`config.mk`:
```
export PLATFORM = sky130hd
export DESIGN_NAME = sram_bus_arbiter
export DESIGN_NICKNAME = d
export VERILOG_FILES = /design/src/rtl/sram_bus_arbiter_pkg.sv /design/src/rtl/sram_bus_arbiter_fair_cnt.sv /design/src/rtl/sram_bus_arbiter.sv
export SDC_FILE = /design/constraint.sdc
export NUM_CORES = 1
export LEC_CHECK = 0
export ABC_AREA = 1
export CORE_AREA = 4 4 105 107
export CTS_CLUSTER_DIAMETER = 200
export DETAILED_ROUTE_END_ITERATION = 6
export DIE_AREA = 0 0 109 111
export GPL_ROUTABILITY_DRIVEN = 0
export SLEW_MARGIN = 20
export SYNTH_ARGS = -nofsm -noshare
export SYNTH_HDL_FRONTEND = slang
export SYNTH_SLANG_ARGS = --single-unit
```
`constraint.sdc`:
```
create_clock -name clk -period 1.29 [get_ports clk]
set_input_delay 0.1935 -clock clk [delete_from_list [all_inputs] [get_ports clk]]
set_output_delay 0.1935 -clock clk [all_outputs]
set_load 0.02 [all_outputs]
```
`src/rtl/sram_bus_arbiter_pkg.sv`:
```
// Shared encodings for the SRAM bus arbiter: FSM states, bus owner, and
// access size codes, plus the width helper for the fairness counter.
package sram_bus_arbiter_pkg;

    typedef enum logic [1:0] {
        IDLE = 2'd0,
        ADDR = 2'd1,
        WAIT = 2'd2
    } arb_state_e;

    typedef enum logic {
        INST = 1'b0,
        DATA = 1'b1
    } arb_owner_e;

    localparam logic [1:0] SIZE_BYTE = 2'd0;
    localparam logic [1:0] SIZE_HALF = 2'd1;
    localparam logic [1:0] SIZE_WORD = 2'd2;

    // Counter must hold FAIR_LIMIT itself and is never narrower than 3 bits.
    function automatic int fair_cnt_width(input int limit);
        int w;
        w = $clog2(limit + 1);
        if (w < 3) begin
            w = 3;
        end
        return w;
    endfunction

endpackage

```
`src/rtl/sram_bus_arbiter_fair_cnt.sv`:
```
// Fairness counter for the SRAM bus arbiter. Counts data grants issued while
// the fetch side is waiting; once it reaches FAIR_LIMIT the fetch side is
// forced through on the next grant. Only built when ARB_FAIR_EN is defined.
module arb_fair_cnt
    import sram_bus_arbiter_pkg::*;
#(
    parameter int FAIR_LIMIT = 4
) (
    input  logic clk,
    input  logic rst_n,
    input  logic grant_data,
    input  logic grant_inst,
    input  logic inst_req,
    output logic force_inst
);

    localparam int CNT_W = fair_cnt_width(FAIR_LIMIT);
    localparam logic [CNT_W-1:0] LIMIT_C = CNT_W'(FAIR_LIMIT);
    localparam logic [CNT_W-1:0] ONE_C = CNT_W'(1);

    logic [CNT_W-1:0] cnt_r;

    // Saturating count of data grants that bypassed a waiting fetch.
    always_ff @(posedge clk or negedge rst_n) begin
        if (!rst_n) begin
            cnt_r <= {CNT_W{1'b0}};
        end else if (grant_inst) begin
            cnt_r <= {CNT_W{1'b0}};
        end else if (grant_data && inst_req && (cnt_r != LIMIT_C)) begin
            cnt_r <= cnt_r + ONE_C;
        end else begin
            cnt_r <= cnt_r;
        end
    end

    assign force_inst = inst_req && (cnt_r == LIMIT_C);

endmodule

```
`src/rtl/sram_bus_arbiter.sv`:
```
// SRAM bus arbiter: multiplexes a fetch port and a load/store port onto one
// shared SRAM-like bus with at most one transaction outstanding. Data side
// has priority; with macro ARB_FAIR_EN defined, a fairness counter forces the
// fetch side through after FAIR_LIMIT consecutive bypassing data grants.
// Bus-side request fields and requester handshakes are decoded directly from
// the registered state/owner so that addr_ok and data_ok follow the bus in
// the same cycle.
module sram_bus_arbiter
    import sram_bus_arbiter_pkg::*;
#(
    parameter int FAIR_LIMIT = 4
) (
    input  logic        clk,
    input  logic        rst,
    input  logic        inst_req,
    input  logic [31:0] inst_addr,
    output logic        inst_addr_ok,
    output logic        inst_data_ok,
    output logic [31:0] inst_rdata,
    input  logic        data_req,
    input  logic        data_wr,
    input  logic [1:0]  data_size,
    input  logic [31:0] data_addr,
    input  logic [31:0] data_wdata,
    output logic        data_addr_ok,
    output logic        data_data_ok,
    output logic [31:0] data_rdata,
    output logic        bus_req,
    output logic        bus_wr,
    output logic [1:0]  bus_size,
    output logic [31:0] bus_addr,
    output logic [31:0] bus_wdata,
    input  logic        bus_addr_ok,
    input  logic        bus_data_ok,
    input  logic [31:0] bus_rdata
);

    arb_state_e state_r;
    arb_owner_e owner_r;
    logic       grant_inst_s;
    logic       grant_data_s;
    logic       force_inst_s;

`ifdef ARB_FAIR_EN
    arb_fair_cnt #(
        .FAIR_LIMIT (FAIR_LIMIT)
    ) u_fair_cnt (
        .clk        (clk),
        .rst_n      (rst),
        .grant_data (grant_data_s),
        .grant_inst (grant_inst_s),
        .inst_req   (inst_req),
        .force_inst (force_inst_s)
    );
`else
    logic unused_fair_limit_s;
    assign unused_fair_limit_s = (FAIR_LIMIT > 0);
    assign force_inst_s = 1'b0;
`endif

    // Grant decision, only meaningful while idle: forced fetch, then data, then fetch.
    always_comb begin
        grant_inst_s = 1'b0;
        grant_data_s = 1'b0;
        if (state_r == IDLE) begin
            if (force_inst_s) begin
                grant_inst_s = 1'b1;
            end else if (data_req) begin
                grant_data_s = 1'b1;
            end else if (inst_req) begin
                grant_inst_s = 1'b1;
            end else begin
                grant_inst_s = 1'b0;
            end
        end else begin
            grant_data_s = 1'b0;
        end
    end

    // Transaction FSM: latch owner on grant, wait for address accept, then data.
    always_ff @(posedge clk or negedge rst) begin
        if (!rst) begin
            state_r <= IDLE;
            owner_r <= INST;
        end else begin
            case (state_r)
                IDLE: begin
                    if (grant_data_s) begin
                        owner_r <= DATA;
                        state_r <= ADDR;
                    end else if (grant_inst_s) begin
                        owner_r <= INST;
                        state_r <= ADDR;
                    end else begin
                        state_r <= IDLE;
                    end
                end
                ADDR: begin
                    if (bus_addr_ok) begin
                        state_r <= WAIT;
                    end else begin
                        state_r <= ADDR;
                    end
                end
                WAIT: begin
                    if (bus_data_ok) begin
                        state_r <= IDLE;
                    end else begin
                        state_r <= WAIT;
                    end
                end
                default: begin
                    state_r <= IDLE;
                    owner_r <= INST;
                end
            endcase
        end
    end

    // Route bus request fields and handshakes between the owner and the bus.
    always_comb begin
        bus_req      = 1'b0;
        bus_wr       = 1'b0;
        bus_size     = SIZE_BYTE;
        bus_addr     = 32'h0000_0000;
        bus_wdata    = 32'h0000_0000;
        inst_addr_ok = 1'b0;
        inst_data_ok = 1'b0;
        inst_rdata   = 32'h0000_0000;
        data_addr_ok = 1'b0;
        data_data_ok = 1'b0;
        data_rdata   = 32'h0000_0000;
        case (state_r)
            ADDR: begin
                bus_req = 1'b1;
                if (owner_r == DATA) begin
                    bus_wr       = data_wr;
                    bus_size     = data_size;
                    bus_addr     = data_addr;
                    bus_wdata    = data_wdata;
                    data_addr_ok = bus_addr_ok;
                end else begin
                    bus_size     = SIZE_WORD;
                    bus_addr     = inst_addr;
                    inst_addr_ok = bus_addr_ok;
                end
            end
            WAIT: begin
                if (bus_data_ok && (owner_r == DATA)) begin
                    data_data_ok = 1'b1;
                    data_rdata   = bus_rdata;
                end else if (bus_data_ok) begin
                    inst_data_ok = 1'b1;
                    inst_rdata   = bus_rdata;
                end else begin
                    data_data_ok = 1'b0;
                end
            end
            default: begin
                bus_req = 1'b0;
            end
        endcase
    end

endmodule

```
==> results_dict.tcl <==
set metrics [dict create \
    tns_ns -50.08 \
    max_freq_ghz 0.578 \
    final.setup.worst_slack_ns -0.440 \
    swShare_pct 50.0 \
    finalHoldViolCount 0 \
    grt-ovfl-total 0 \
    worst_pin_slew_ns 0.248 \
    dp_hpwl_mm 8.94 \
    cts_tree "done" \
    dieArea_um2 12100 \
    final_antenna_net_count 0 \
    max_cap_viol_count 0 \
    core.rowCount 37 \
    crit_type "flop to primary output" \
    wire_per_inst_um 15.2 \
    synth_cell_types 17 \
    cp-start-kind "flop" \
    violations "setup timing" \
    cp.arrival_ns 1.54 \
    cts_sinks 3 \
    ctsRootBufferMaster "clkbuf_8" \
    power_frac_seq_pct 2.4 \
    ys_ff_latch 3 \
    synth-seq-area-share_pct 5.03 \
    ios 273 \
    ys_top_cells_by_area "nor2_1 40%, inv_1 19%, o21ai_0 9.1%" \
    synth_most_common_cell "nor2_1" \
    ir_worst_vdd_v 0.000832 \
    synth_edf_count 0 \
    ys_async_sr_fraction_pct 100 \
    synth_common_cells "157 x nor2_1, 75 x inv_1, 27 x o21ai_0" \
    grtUsageTotal_pct 16.7 \
    muxShareOfSynthArea_pct 0 \
    place.port_buffers 272 \
    netlist_area_um2 1490 \
    synthFlopType "dfrtp_1" \
    syn-mean-instance-area_um2 4.70 \
    grt_max_degree 24 \
    start_util_pct 14.7 \
    synth-simple-area-share_pct 49.1 \
    die_h_um 111 \
    setup_viol 139 \
    ff2ff_setup_slack_ns -0.09 \
    clk_pin_slew_ns 0.03 \
    synth.net_count 458 \
    drtPass1Iterations 4 \
    cp-end-kind "primary output" \
    grt_setup_unrepaired "yes" \
    dp_slack_ns -0.814 \
    cts_buffers 3 \
    antenna_found_initial 1 \
    placedInstanceArea_um2 5360 \
    drc 0 \
    period_minus_slack_ns 1.73 \
    worstHoldPathType "primary input to async pin" \
    fp.coreArea_um2 10100 \
    clock_skew_ns 0.000796 \
    slew_violations 0 \
    relSlewSlack_pct 83.5 \
    grt_pass1_wl_mm 16.2 \
    drive_gt1_share_pct 57.0 \
    dieWidth_um 109 \
    clockBufferDepth 2 \
    vias_per_cell 3.99 \
    synth_xor_area_share_pct 0 \
    power.switching_uw 4430 \
    synth_top_area_share_pct 39.5 \
    vias 3014 \
    drtIter0Drc 76 \
    synth_top_family_by_area "simple AND/OR/NAND/NOR gates" \
    cp.required_ns 1.10 \
    routed_wl_mm 11.5 \
    synthAdderAreaFrac_pct 3.36 \
    htree_levels 1 \
    syn_to_final_growth_pct 308 \
    power.density_nw_per_um2 1460 \
    postLayoutCellArea_um2 6080 \
    worstSkewPairLatency_ns 0.21 \
    p_int_uw 4440 \
    clkPwrFrac_pct 3.0 \
    timing.final.crit_share_pct 134 \
    yosys_warnings 0 \
    nets 761 \
    synth_compound_area_share_pct 11.7 \
    p_leak_uw 0.00267 \
    netlist_instances 317 \
    p_comb_share_pct 94.6 \
    status "finished, violations left" \
    grt_pass1_vias 3000 \
    synth_largest_area_cell "nor2_1" \
    crit_fanout 6 \
]
==> routing by layer <==
| metal | track usage, % | share of wire (%) | vias up |
|---|---|---|---|
| met4 | 3.11 | 1.0 | 0 |
| met3 | 4.14 | 9.3 | 8 |
| met2 | 34.1 | 57 | 142 |
| met5 | 0 | 0 | - |
| met1 | 16.2 | 33 | 1358 |
| li1 | - | - | 1506 |
==> flip-flops by register name, summed over array words and instances (netlist names) <==
signal   count
state_r      2
owner_r      1
==> repair_timing <==
item                                   CTS  global route
hold buffers                             0             0
endpoints found under the hold margin    0             0
resized for setup                      699           192
pin swaps                                2            12
setup buffers                            6             7
cloned                                   3             5
setup endpoints to repair              138           139
==> power by group through the flow <==
stage | clock (uW) | sequential, uW | combinational, uW
2_1_floorplan | 0 | 182 | 4160
6_report | 269 | 211 | 8390
3_5_place_dp | 0 | 228 | 6960
3_3_place_gp | 0 | 232 | 6870
4_1_cts | 278 | 236 | 6880
5_1_grt | 287 | 219 | 8900
==> final timing paths <==
kind	from	end	cells after the start
worst max-delay path	state_r[1]	bus_addr[16]	7
worst min-delay path	rst	owner_r	1
worst max register to register	state_r[1]	state_r[0]	8
worst min register to register	state_r[0]	state_r[1]	3
max in group asynchronous	rst	state_r[1]	1
min in group clk	bus_data_ok	state_r[1]	5
==> metrics by stage <==
step	util [%]	total power (uW)	hold slack, ns	instances
after floorplan	-	4340	-0.102	317
after global placement	52.9	7100	0.385	731
after detailed placement	52.9	7190	0.391	731
after CTS	54.7	7400	0.166	744
after global routing	60.0	9410	0.172	756
final	60.0	8870	0.167	756
==> worst max-delay path, cell delays in order (launching register included) <==
cell       delay (ns)
dfrtp_2          0.43
inv_2            0.09
ha_4             0.23
buf_12           0.13
clkbuf_16        0.14
o21ai_4          0.06
nor2_2           0.12
buf_6            0.12
==> kinds of logic after synthesis <==
kind of cell    Yosys count
fa+ha+maj                 4
compound gates           35
simple gates            179
flops                     3
buf+inv                  96
==> area by class of cell <==
class                           instances  area [um2]
Tap cell                              136         170
Fill cell                             862        4050
Inverter                               76         298
Timing Repair Buffer                  318        3520
Antenna cell                            1        2.50
Multi-Input combinational cell        218        1970
Sequential cell                         3        77.6
Clock buffer                            4        45.0
==> layout by cell type, fill, tap and decap left out, types with 3 or more instances in the layout <==
cell,count
a21oi_2,3
buf_4,29
nor2_1,35
nand2_1,6
nor2_4,107
o21ai_2,8
o21ai_1,17
inv_2,4
clkbuf_8,3
buf_12,10
nor2_2,27
clkdlybuf4s50_1,135
inv_1,69
buf_6,132
clkbuf_16,4
o21ai_4,7
buf_16,4
ha_4,3
buf_8,3
Note: power is estimated with default switching activity, not from simulation.
